**config.mk**
```make
export PLATFORM = sky130hd
export DESIGN_NAME = hazard_ctrl_unit_flat
export DESIGN_NICKNAME = d
export VERILOG_FILES = /design/src/rtl/hazard_ctrl_unit_pkg.sv /design/src/rtl/hazard_ctrl_unit_if.sv /design/src/rtl/hazard_ctrl_unit_fwd.sv /design/src/rtl/hazard_ctrl_unit.sv /design/src/flat_wrapper.sv
export SDC_FILE = /design/constraint.sdc
export NUM_CORES = 1
export LEC_CHECK = 0
export CELL_PAD_IN_SITES_DETAIL_PLACEMENT = 0
export CELL_PAD_IN_SITES_GLOBAL_PLACEMENT = 1
export CORE_ASPECT_RATIO = 0.9
export CORE_UTILIZATION = 24
export DETAILED_ROUTE_END_ITERATION = 10
export HOLD_SLACK_MARGIN = 0.08
export PLACE_DENSITY = 0.84
export SETUP_SLACK_MARGIN = 0.02
export SYNTH_ARGS = -nofsm -noshare
export SYNTH_HDL_FRONTEND = slang
export SYNTH_SLANG_ARGS = --single-unit
```
**constraint.sdc**
```tcl
create_clock -name clk -period 2.62 [get_ports clk]
set_input_delay 0.524 -clock clk [delete_from_list [all_inputs] [get_ports clk]]
set_output_delay 0.524 -clock clk [all_outputs]
set_load 0.1 [all_outputs]
```
**src/rtl/hazard_ctrl_unit_pkg.sv**
```systemverilog
// Shared types for the RV32I hazard controller: forwarding selects, FSM states, PC-select constant.
// Imported by the forwarding sub-module, the interface and the top.
package hazard_pkg;

  typedef enum logic [1:0] {
    FWD_RF = 2'b00,
    FWD_W  = 2'b01,
    FWD_M  = 2'b10
  } fwd_sel_e;

  typedef enum logic {
    RUN      = 1'b0,
    MEM_WAIT = 1'b1
  } haz_state_e;

  localparam int PCSRC_SEQ = 0;

endpackage

```
**src/rtl/hazard_ctrl_unit_if.sv**
```systemverilog
// Pipeline <-> hazard controller signal bundle; perf counter outputs exist only with HAZ_PERF_CNT_EN.
// master = pipeline datapath side, slave = hazard_ctrl_unit side.
interface hazard_ctrl_unit_if #(
  parameter int REG_W   = 5,
  parameter int PCSRC_W = 2,
  parameter int CNT_W   = 32
);
  import hazard_pkg::*;

  logic [PCSRC_W-1:0] PCSrcE;
  logic [REG_W-1:0]   Rs1D, Rs2D, Rs1E, Rs2E, RdE, RdM, RdW;
  logic               LoadE, RegWriteM, RegWriteW, MemBusyM;
  logic               StallF, StallD, StallE, StallM, FlushD, FlushE;
  fwd_sel_e           ForwardAE, ForwardBE;
`ifdef HAZ_PERF_CNT_EN
  logic [CNT_W-1:0]   StallCnt, FlushCnt;
`endif

  modport master (
    output PCSrcE, Rs1D, Rs2D, Rs1E, Rs2E, RdE, RdM, RdW,
    output LoadE, RegWriteM, RegWriteW, MemBusyM,
`ifdef HAZ_PERF_CNT_EN
    input  StallCnt, FlushCnt,
`endif
    input  StallF, StallD, StallE, StallM, FlushD, FlushE, ForwardAE, ForwardBE
  );

  modport slave (
    input  PCSrcE, Rs1D, Rs2D, Rs1E, Rs2E, RdE, RdM, RdW,
    input  LoadE, RegWriteM, RegWriteW, MemBusyM,
`ifdef HAZ_PERF_CNT_EN
    output StallCnt, FlushCnt,
`endif
    output StallF, StallD, StallE, StallM, FlushD, FlushE, ForwardAE, ForwardBE
  );

endinterface

```
**src/rtl/hazard_ctrl_unit_fwd.sv**
```systemverilog
// E-stage operand forwarding select for one source register; purely combinational.
// M-stage result takes precedence over W; x0 is never forwarded.
module forward_unit
  import hazard_pkg::*;
#(
  parameter int REG_W = 5
) (
  input  logic [REG_W-1:0] i_rs,
  input  logic [REG_W-1:0] i_rd_m,
  input  logic [REG_W-1:0] i_rd_w,
  input  logic             i_we_m,
  input  logic             i_we_w,
  output fwd_sel_e         o_fwd
);

  always_comb begin
    o_fwd = FWD_RF;
    if (i_rs != '0) begin
      if (i_we_m && (i_rd_m == i_rs))      o_fwd = FWD_M;
      else if (i_we_w && (i_rd_w == i_rs)) o_fwd = FWD_W;
    end
  end

endmodule

```
**src/rtl/hazard_ctrl_unit.sv**
```systemverilog
// RV32I hazard controller: load-use stall, memory-wait FSM, multi-cycle redirect flush window, forwarding.
// Optional perf counters (StallCnt/FlushCnt) are built only when HAZ_PERF_CNT_EN is defined.
module hazard_ctrl_unit
  import hazard_pkg::*;
#(
  parameter int REG_W        = 5,
  parameter int PCSRC_W      = 2,
  parameter int REDIRECT_LAT = 1,
  parameter int CNT_W        = 32
) (
  input  logic             clk,
  input  logic             rst,
  hazard_ctrl_unit_if.slave hz
);

  localparam int RCNT_W = 3;

  haz_state_e        r_state;
  logic [RCNT_W-1:0] r_redir_cnt;

  logic w_mem_stall, w_redirect, w_load_use, w_window;
  logic w_stall_fd, w_flush_d, w_flush_e;
  fwd_sel_e w_fwd_a, w_fwd_b;

  forward_unit #(.REG_W(REG_W)) u_fwd_a (
    .i_rs(hz.Rs1E), .i_rd_m(hz.RdM), .i_rd_w(hz.RdW),
    .i_we_m(hz.RegWriteM), .i_we_w(hz.RegWriteW), .o_fwd(w_fwd_a)
  );

  forward_unit #(.REG_W(REG_W)) u_fwd_b (
    .i_rs(hz.Rs2E), .i_rd_m(hz.RdM), .i_rd_w(hz.RdW),
    .i_we_m(hz.RegWriteM), .i_we_w(hz.RegWriteW), .o_fwd(w_fwd_b)
  );

  // Busy is seen combinationally, so the cycle busy drops already behaves as RUN.
  assign w_mem_stall = hz.MemBusyM;
  assign w_redirect  = !w_mem_stall && (hz.PCSrcE != PCSRC_W'(PCSRC_SEQ));
  assign w_load_use  = !w_mem_stall && hz.LoadE && (hz.RdE != '0) &&
                       ((hz.RdE == hz.Rs1D) || (hz.RdE == hz.Rs2D));
  assign w_window    = !w_mem_stall && (r_redir_cnt != '0);

  assign w_stall_fd = w_mem_stall || (w_load_use && !w_redirect);
  assign w_flush_d  = w_redirect || w_window;
  assign w_flush_e  = w_redirect || w_load_use;

  // Outputs are forced low while reset is held, independent of the inputs.
  assign hz.StallF    = !rst && w_stall_fd;
  assign hz.StallD    = !rst && w_stall_fd;
  assign hz.StallE    = !rst && w_mem_stall;
  assign hz.StallM    = !rst && w_mem_stall;
  assign hz.FlushD    = !rst && w_flush_d;
  assign hz.FlushE    = !rst && w_flush_e;
  assign hz.ForwardAE = rst ? FWD_RF : w_fwd_a;
  assign hz.ForwardBE = rst ? FWD_RF : w_fwd_b;

  always_ff @(posedge clk or posedge rst) begin
    if (rst) begin
      r_state     <= RUN;
      r_redir_cnt <= '0;
    end else begin
      case (r_state)
        RUN:      if (hz.MemBusyM)  r_state <= MEM_WAIT;
        MEM_WAIT: if (!hz.MemBusyM) r_state <= RUN;
        default:  r_state <= RUN;
      endcase
      // The window tracks fetch-pipeline depth, so it only drains when fetch advances.
      if (w_redirect)
        r_redir_cnt <= RCNT_W'(REDIRECT_LAT - 1);
      else if ((r_redir_cnt != '0) && !w_stall_fd)
        r_redir_cnt <= r_redir_cnt - RCNT_W'(1);
    end
  end

`ifdef HAZ_PERF_CNT_EN
  logic [CNT_W-1:0] r_stall_cnt, r_flush_cnt;

  always_ff @(posedge clk or posedge rst) begin
    if (rst) begin
      r_stall_cnt <= '0;
      r_flush_cnt <= '0;
    end else begin
      if (hz.StallF && (r_stall_cnt != '1)) r_stall_cnt <= r_stall_cnt + CNT_W'(1);
      if (hz.FlushE && (r_flush_cnt != '1)) r_flush_cnt <= r_flush_cnt + CNT_W'(1);
    end
  end

  assign hz.StallCnt = r_stall_cnt;
  assign hz.FlushCnt = r_flush_cnt;
`endif

endmodule

```
**src/flat_wrapper.sv**
```systemverilog
// flat-port wrapper written by rule: the top's interface ports become plain ports
module hazard_ctrl_unit_flat import hazard_pkg::*;
#(
  parameter int REG_W        = 5,
  parameter int PCSRC_W      = 2,
  parameter int REDIRECT_LAT = 1,
  parameter int CNT_W        = 32
)
  (clk, rst, hz_PCSrcE, hz_Rs1D, hz_Rs2D, hz_Rs1E, hz_Rs2E, hz_RdE, hz_RdM, hz_RdW, hz_LoadE, hz_RegWriteM, hz_RegWriteW, hz_MemBusyM, hz_StallF, hz_StallD, hz_StallE, hz_StallM, hz_FlushD, hz_FlushE, hz_ForwardAE, hz_ForwardBE);
  hazard_ctrl_unit_if #(.REG_W(REG_W), .PCSRC_W(PCSRC_W), .CNT_W(CNT_W)) hz_i ();
  input  logic clk;
  input  logic rst;
  input wire logic [$bits(hz_i.PCSrcE)-1:0] hz_PCSrcE;
  input wire logic [$bits(hz_i.Rs1D)-1:0] hz_Rs1D;
  input wire logic [$bits(hz_i.Rs2D)-1:0] hz_Rs2D;
  input wire logic [$bits(hz_i.Rs1E)-1:0] hz_Rs1E;
  input wire logic [$bits(hz_i.Rs2E)-1:0] hz_Rs2E;
  input wire logic [$bits(hz_i.RdE)-1:0] hz_RdE;
  input wire logic [$bits(hz_i.RdM)-1:0] hz_RdM;
  input wire logic [$bits(hz_i.RdW)-1:0] hz_RdW;
  input wire logic [$bits(hz_i.LoadE)-1:0] hz_LoadE;
  input wire logic [$bits(hz_i.RegWriteM)-1:0] hz_RegWriteM;
  input wire logic [$bits(hz_i.RegWriteW)-1:0] hz_RegWriteW;
  input wire logic [$bits(hz_i.MemBusyM)-1:0] hz_MemBusyM;
  output wire logic [$bits(hz_i.StallF)-1:0] hz_StallF;
  output wire logic [$bits(hz_i.StallD)-1:0] hz_StallD;
  output wire logic [$bits(hz_i.StallE)-1:0] hz_StallE;
  output wire logic [$bits(hz_i.StallM)-1:0] hz_StallM;
  output wire logic [$bits(hz_i.FlushD)-1:0] hz_FlushD;
  output wire logic [$bits(hz_i.FlushE)-1:0] hz_FlushE;
  output wire logic [$bits(hz_i.ForwardAE)-1:0] hz_ForwardAE;
  output wire logic [$bits(hz_i.ForwardBE)-1:0] hz_ForwardBE;
  assign hz_i.PCSrcE = hz_PCSrcE;
  assign hz_i.Rs1D = hz_Rs1D;
  assign hz_i.Rs2D = hz_Rs2D;
  assign hz_i.Rs1E = hz_Rs1E;
  assign hz_i.Rs2E = hz_Rs2E;
  assign hz_i.RdE = hz_RdE;
  assign hz_i.RdM = hz_RdM;
  assign hz_i.RdW = hz_RdW;
  assign hz_i.LoadE = hz_LoadE;
  assign hz_i.RegWriteM = hz_RegWriteM;
  assign hz_i.RegWriteW = hz_RegWriteW;
  assign hz_i.MemBusyM = hz_MemBusyM;
  assign hz_StallF = hz_i.StallF;
  assign hz_StallD = hz_i.StallD;
  assign hz_StallE = hz_i.StallE;
  assign hz_StallM = hz_i.StallM;
  assign hz_FlushD = hz_i.FlushD;
  assign hz_FlushE = hz_i.FlushE;
  assign hz_ForwardAE = hz_i.ForwardAE;
  assign hz_ForwardBE = hz_i.ForwardBE;
  hazard_ctrl_unit #(.REG_W(REG_W), .PCSRC_W(PCSRC_W), .REDIRECT_LAT(REDIRECT_LAT), .CNT_W(CNT_W)) u_core (.clk(clk), .rst(rst), .hz(hz_i));
endmodule
```
## After elaboration in Yosys (flattened, before gate mapping)

Cells that the tools add are included.

| operators by class | value |
|---|---|
| eq/ne operators | 6 |
| multiplexer cells | 10 |
| $add $sub $neg | 1 |
| reductions and logical operators | 29 |

Operators with widths:

| cell | count |
|---|---|
| $eq 5x5->1 | 6 |
| $logic_and 1x1->1 | 15 |
| $reduce_bool 5->1 | 3 |
| $mux 2 | 6 |
| $mux 3 | 2 |
| $logic_not 1->1 | 4 |
| $logic_or 1x1->1 | 4 |
| $reduce_bool 2->1 | 2 |
| $reduce_bool 3->1 | 1 |
| $sub 3x1->3 const B | 1 |
| $mux 1 | 2 |

| word-level totals | value |
|---|---|
| output and inout bits | 10 |
| logic and storage cells | 47 |
| bits in registers | 3 |

## Longest topological paths before layout

| logic depth | value |
|---|---|
| word-level depth | 10 |
| depth in mapped cells | 7 |
| mapped depth without buffers | 7 |

## Hierarchy

From an unflattened synthesis, not the netlist that was laid out.

| unflattened totals | value |
|---|---|
| cell total of the unflattened synthesis | 96 |
| area, all modules | 740.7 um^2 |

Modules (own cells, without submodules):

| module | times used | cells each | area each (um^2) |
|---|---|---|---|
| hazard_ctrl_unit | 1 | 60 | 475.5 |
| forward_unit | 2 | 18 | 132.6 |

## Least setup slack after synthesis

No wires, ideal clock.

| timing | value |
|---|---|
| kind | input-to-output |
| start | input port hz_Rs1E[1] |
| end | output port hz_ForwardAE[0] |
| path buffers | 0 |
| arrival | 3.776 ns |
| stages on the path | 4 |
| data required time | 2.096 ns |
| setup slack | -1.680 ns |
| cells stage by stage | xor2_1 -> nor4_1 -> and3_1 -> nor4_1 |

| on the way | value |
|---|---|
| word-level cells in the longest chain between the ends | 6 |
| elaborated cells on any way between the ends | 9 |

Ends and longest elaborated chain:

| element | line | RTL |
|---|---|---|
| start: declaration | flat_wrapper.sv:16 | `input wire logic [$bits(hz_i.Rs1E)-1:0] hz_Rs1E;` |
| $eq 5x5->1 | hazard_ctrl_unit_fwd.sv:20 | `else if (i_we_w && (i_rd_w == i_rs)) o_fwd = FWD_W;` |
| $logic_and 1x1->1 | hazard_ctrl_unit_fwd.sv:20 |  |
| $mux 1 | hazard_ctrl_unit_fwd.sv:20 |  |
| $mux 2 | hazard_ctrl_unit_fwd.sv:19 | `if (i_we_m && (i_rd_m == i_rs)) o_fwd = FWD_M;` |
| $mux 2 * | hazard_ctrl_unit_fwd.sv:18 | `if (i_rs != '0) begin` |
| $mux 2 * | hazard_ctrl_unit.sv:53 | `assign hz.ForwardAE = rst ? FWD_RF : w_fwd_a;` |
| end: declaration | flat_wrapper.sv:31 | `output wire logic [$bits(hz_i.ForwardAE)-1:0] hz_ForwardAE;` |

Every way passes the cells marked *; elsewhere a longest branch is shown, timed or not.

## Worst setup path after layout

| timing | value |
|---|---|
| start | input port hz_Rs1E[1] |
| end | output port hz_ForwardAE[1] |

| on the way | value |
|---|---|
| word-level cells in the longest chain between the ends | 5 |
| elaborated cells on any way between the ends | 6 |

Ends and longest elaborated chain:

| element | line |
|---|---|
| $eq 5x5->1 | hazard_ctrl_unit_fwd.sv:19 |
| $logic_and 1x1->1 | hazard_ctrl_unit_fwd.sv:19 |
| $mux 2 | hazard_ctrl_unit_fwd.sv:19 |
| $mux 2 * | hazard_ctrl_unit_fwd.sv:18 |
| $mux 2 * | hazard_ctrl_unit.sv:53 |

Marked as above.

==> run_results.csv <==
group,metric,value,unit
sta,period_minus_slack,2570,ps
grt,grt_overflow,0,
sta,max_freq,390,MHz
layout,fin_util,56.6,%
layout,largest_reg_flops,3,
layout,syn_to_final_growth,120,%
layout,drive_gt1_share,25.5,%
routing,wl_per_cell,13.0,µm
layout,final_common_cell,"clkdlybuf4s50_1",
power_and_ir_drop,ir_worst_vdd,0.000286,V
routing,num_vias,893,
hold_path,hold_path.class,"reg2reg",
layout,nets,203,
placement,port_buffers,52,
clock_tree,cts_buffer_depth,2,
synthesis,syn_nets,138,
sta,worst_pin_slew,378,ps
critical_path,startpoint,"hz_Rs1E[1]",
grt,grt_pass1_wl,3910,µm
critical_path,reg2reg_from,"u_core.r_redir_cnt[0]$_DFFE_PP0P_",
clock_tree,hold_buffers,0,
sta,rsz0062_at_grt,"yes",
routing,viasPerCell,4.53,
grt,grt_max_degree,8,
clock_tree,clkSinkCount,3,
clock_tree,cts.clk_slew.worst_paths,40,ps
die,core,2790,µm²
critical_path,reg2reg_depth,7,
critical_path,crit_arrival,2040,ps
hold_path,worstHoldPathCells,3,
sta,setup_slack,53.4,ps
routing,first_pass_iters,4,
routing,drcViolationCount,0,
synthesis,ys_types,30,
synthesis,avgSynthCellArea,7.74,µm²
sta,fin_tns_setup,0,ps
sta,max_slew_margin,74.7,%
routing,ant_nets,0,
grt,track_usage,16.5,%
die,initial_core_util,25.8,%
synthesis,yosysSeqAreaShare,10.4,%
synthesis,ys_ff_latch,3,
clock_tree,root_buffer,"clkbuf_4",
run_status,status,"finished clean",
layout,n_antenna_cell,0,
layout,regMostFlops,"u_core.r_redir_cnt",
layout,fill_cells,258,
power_and_ir_drop,p_leak,0.000678,µW
die,io_pins,53,
sta,slew_violations,0,
critical_path,crit_required,2100,ps
layout,reg_top3,"u_core.r_redir_cnt (3)",
grt,grt_pass1_vias,838,
clock_tree,clk_latency,230,ps
die,die_width,59.7,µm
hold_path,min_from,"u_core.r_redir_cnt[1]$_DFFE_PP0P_",
sta,fin_crit_sh,98.0,%
placement,place_ws,-57.5,ps
synthesis,syn_inst,93,
sta,finalHoldViolations,0,
synthesis,netlist_area,719,µm²
routing,drt_iter0_drc,21,
placement,gp_congestion,0.822,
clock_tree,tritoncts,"built",
placement,dp_hpwl,2260,µm
critical_path,start_kind,"input port",
clock_tree,cts_buffers,3,
sta,finalClockSkew,0.390,ps
sta,whs,640,ps
synthesis,yosys_warnings,0,
critical_path,end_kind,"output pin",
critical_path,crit_type,"in2out",
power_and_ir_drop,power_density,240,nW/µm²
sta,setup_viol,0,
grt,antenna_found_initial,0,
critical_path,cp_max_fo,3,
job,max_cap_violations,0,
clock_tree,post-cts-setup-buffers,0,
layout,final_area,1580,µm²
layout,layout_common_cells,"25 x clkdlybuf4s50_1, 18 x xor2_1, 12 x xnor2_1",
die,core.rowCount,18,
die,dieArea,3220,µm²
placement,place_area,1530,µm²
clock_tree,cts_max_level,1,
routing,totalWireLength,2560,µm
die,die_y,53.9,µm
[metrics by stage]
| step | total power [µW] | std cells |
|---|---|---|
| CTS | 384 | 197 |
| finish | 379 | 197 |
| detailed placement | 304 | 193 |
| global placement | 301 | 193 |
| floorplan | 173 | 93 |
| global route | 403 | 197 |
[layout make-up]
type	instances	area, µm²	area share, %
repair buffers	62	704	44.6
flip-flops and latches	3	75.1	4.75
well taps	40	50.0	3.17
inverters	3	11.3	0.713
multi-input cells	85	713	45.1
clock buffers	4	26.3	1.66
[repair_timing]
action | in CTS | in global routing
gates resized for setup | 10 | 10
pin swaps | 4 | 6
endpoints found under the setup margin | 5 | 7
[power breakdown]
part / total [µW] / switching, µW / internal [µW] / leakage (µW)
registers: 52.2 / 2.81 / 49.4 / 0.0000416
clock network: 79.2 / 22.3 / 57.0 / 0.0000150
logic: 248 / 124 / 123 / 0.000621
[synthesized netlist by cell type, drive strengths merged]
cell type	n	area share [%]
xor2	18	22
xnor2	12	15
nor3	7	6.3
nor2	6	3.1
o21ai	5	3.5
nor4	4	3.5
a21oi	3	2.6
dfrtp	3	10
inv	3	1.6
nand2	3	1.6
nand3	3	2.1
nor2b	3	2.6
a21o	2	2.4
and3	2	1.7
buf	2	2.1
ha	2	3.5
nand2b	2	2.8
nand4	2	1.7
nor3b	2	2.1
or4	2	2.1
a22oi	1	1.7
a31o	1	1.2
and2	1	0.87
nor4b	1	1.2
o21bai	1	1.0
or2	1	0.87
or3	1	0.87
[critical path, cell delays in order]
cell,delay (ps)
clkdlybuf4s50_1,470
xor2_1,170
nor4_1,160
and3_1,270
nor3b_4,240
buf_12,200
[cells by family (layout without fill, tap and decap cells)]
kind of cell,Yosys count,in the layout,synth area share [%]
AO/OA/AOI/OAI,13,13,12.5
XOR/XNOR,30,30,36.5
buffers and inverters,5,69,3.65
AND/OR/NAND/NOR,40,40,33.4
flip-flops,3,3,10.4
adder cells (fa/ha/maj),2,2,3.48
[per-layer routing]
layer / track usage [%] / vias up / share of wire (%) / wire length [µm]
met3: 1.92 / 4 / 4.3 / 110
met5: 0 / - / 0 / 0
met2: 25.7 / 24 / 49 / 1260
met1: 24.2 / 407 / 46 / 1190
li1: - / 458 / - / -
met4: 3.10 / 0 / 0.47 / 12
[worst paths after layout]
kind / endpoint / slack, ps
min: u_core.r_redir_cnt[1]$_DFFE_PP0P_ / 640
max in group asynchronous: u_core.r_redir_cnt[1]$_DFFE_PP0P_ / 1790
max: hz_ForwardAE[1] / 50
min in group asynchronous: u_core.r_redir_cnt[0]$_DFFE_PP0P_ / 700
min reg2reg: u_core.r_redir_cnt[1]$_DFFE_PP0P_ / 640
max reg2reg: u_core.r_redir_cnt[0]$_DFFE_PP0P_ / 1050
Power figures use the tool's default switching activity.
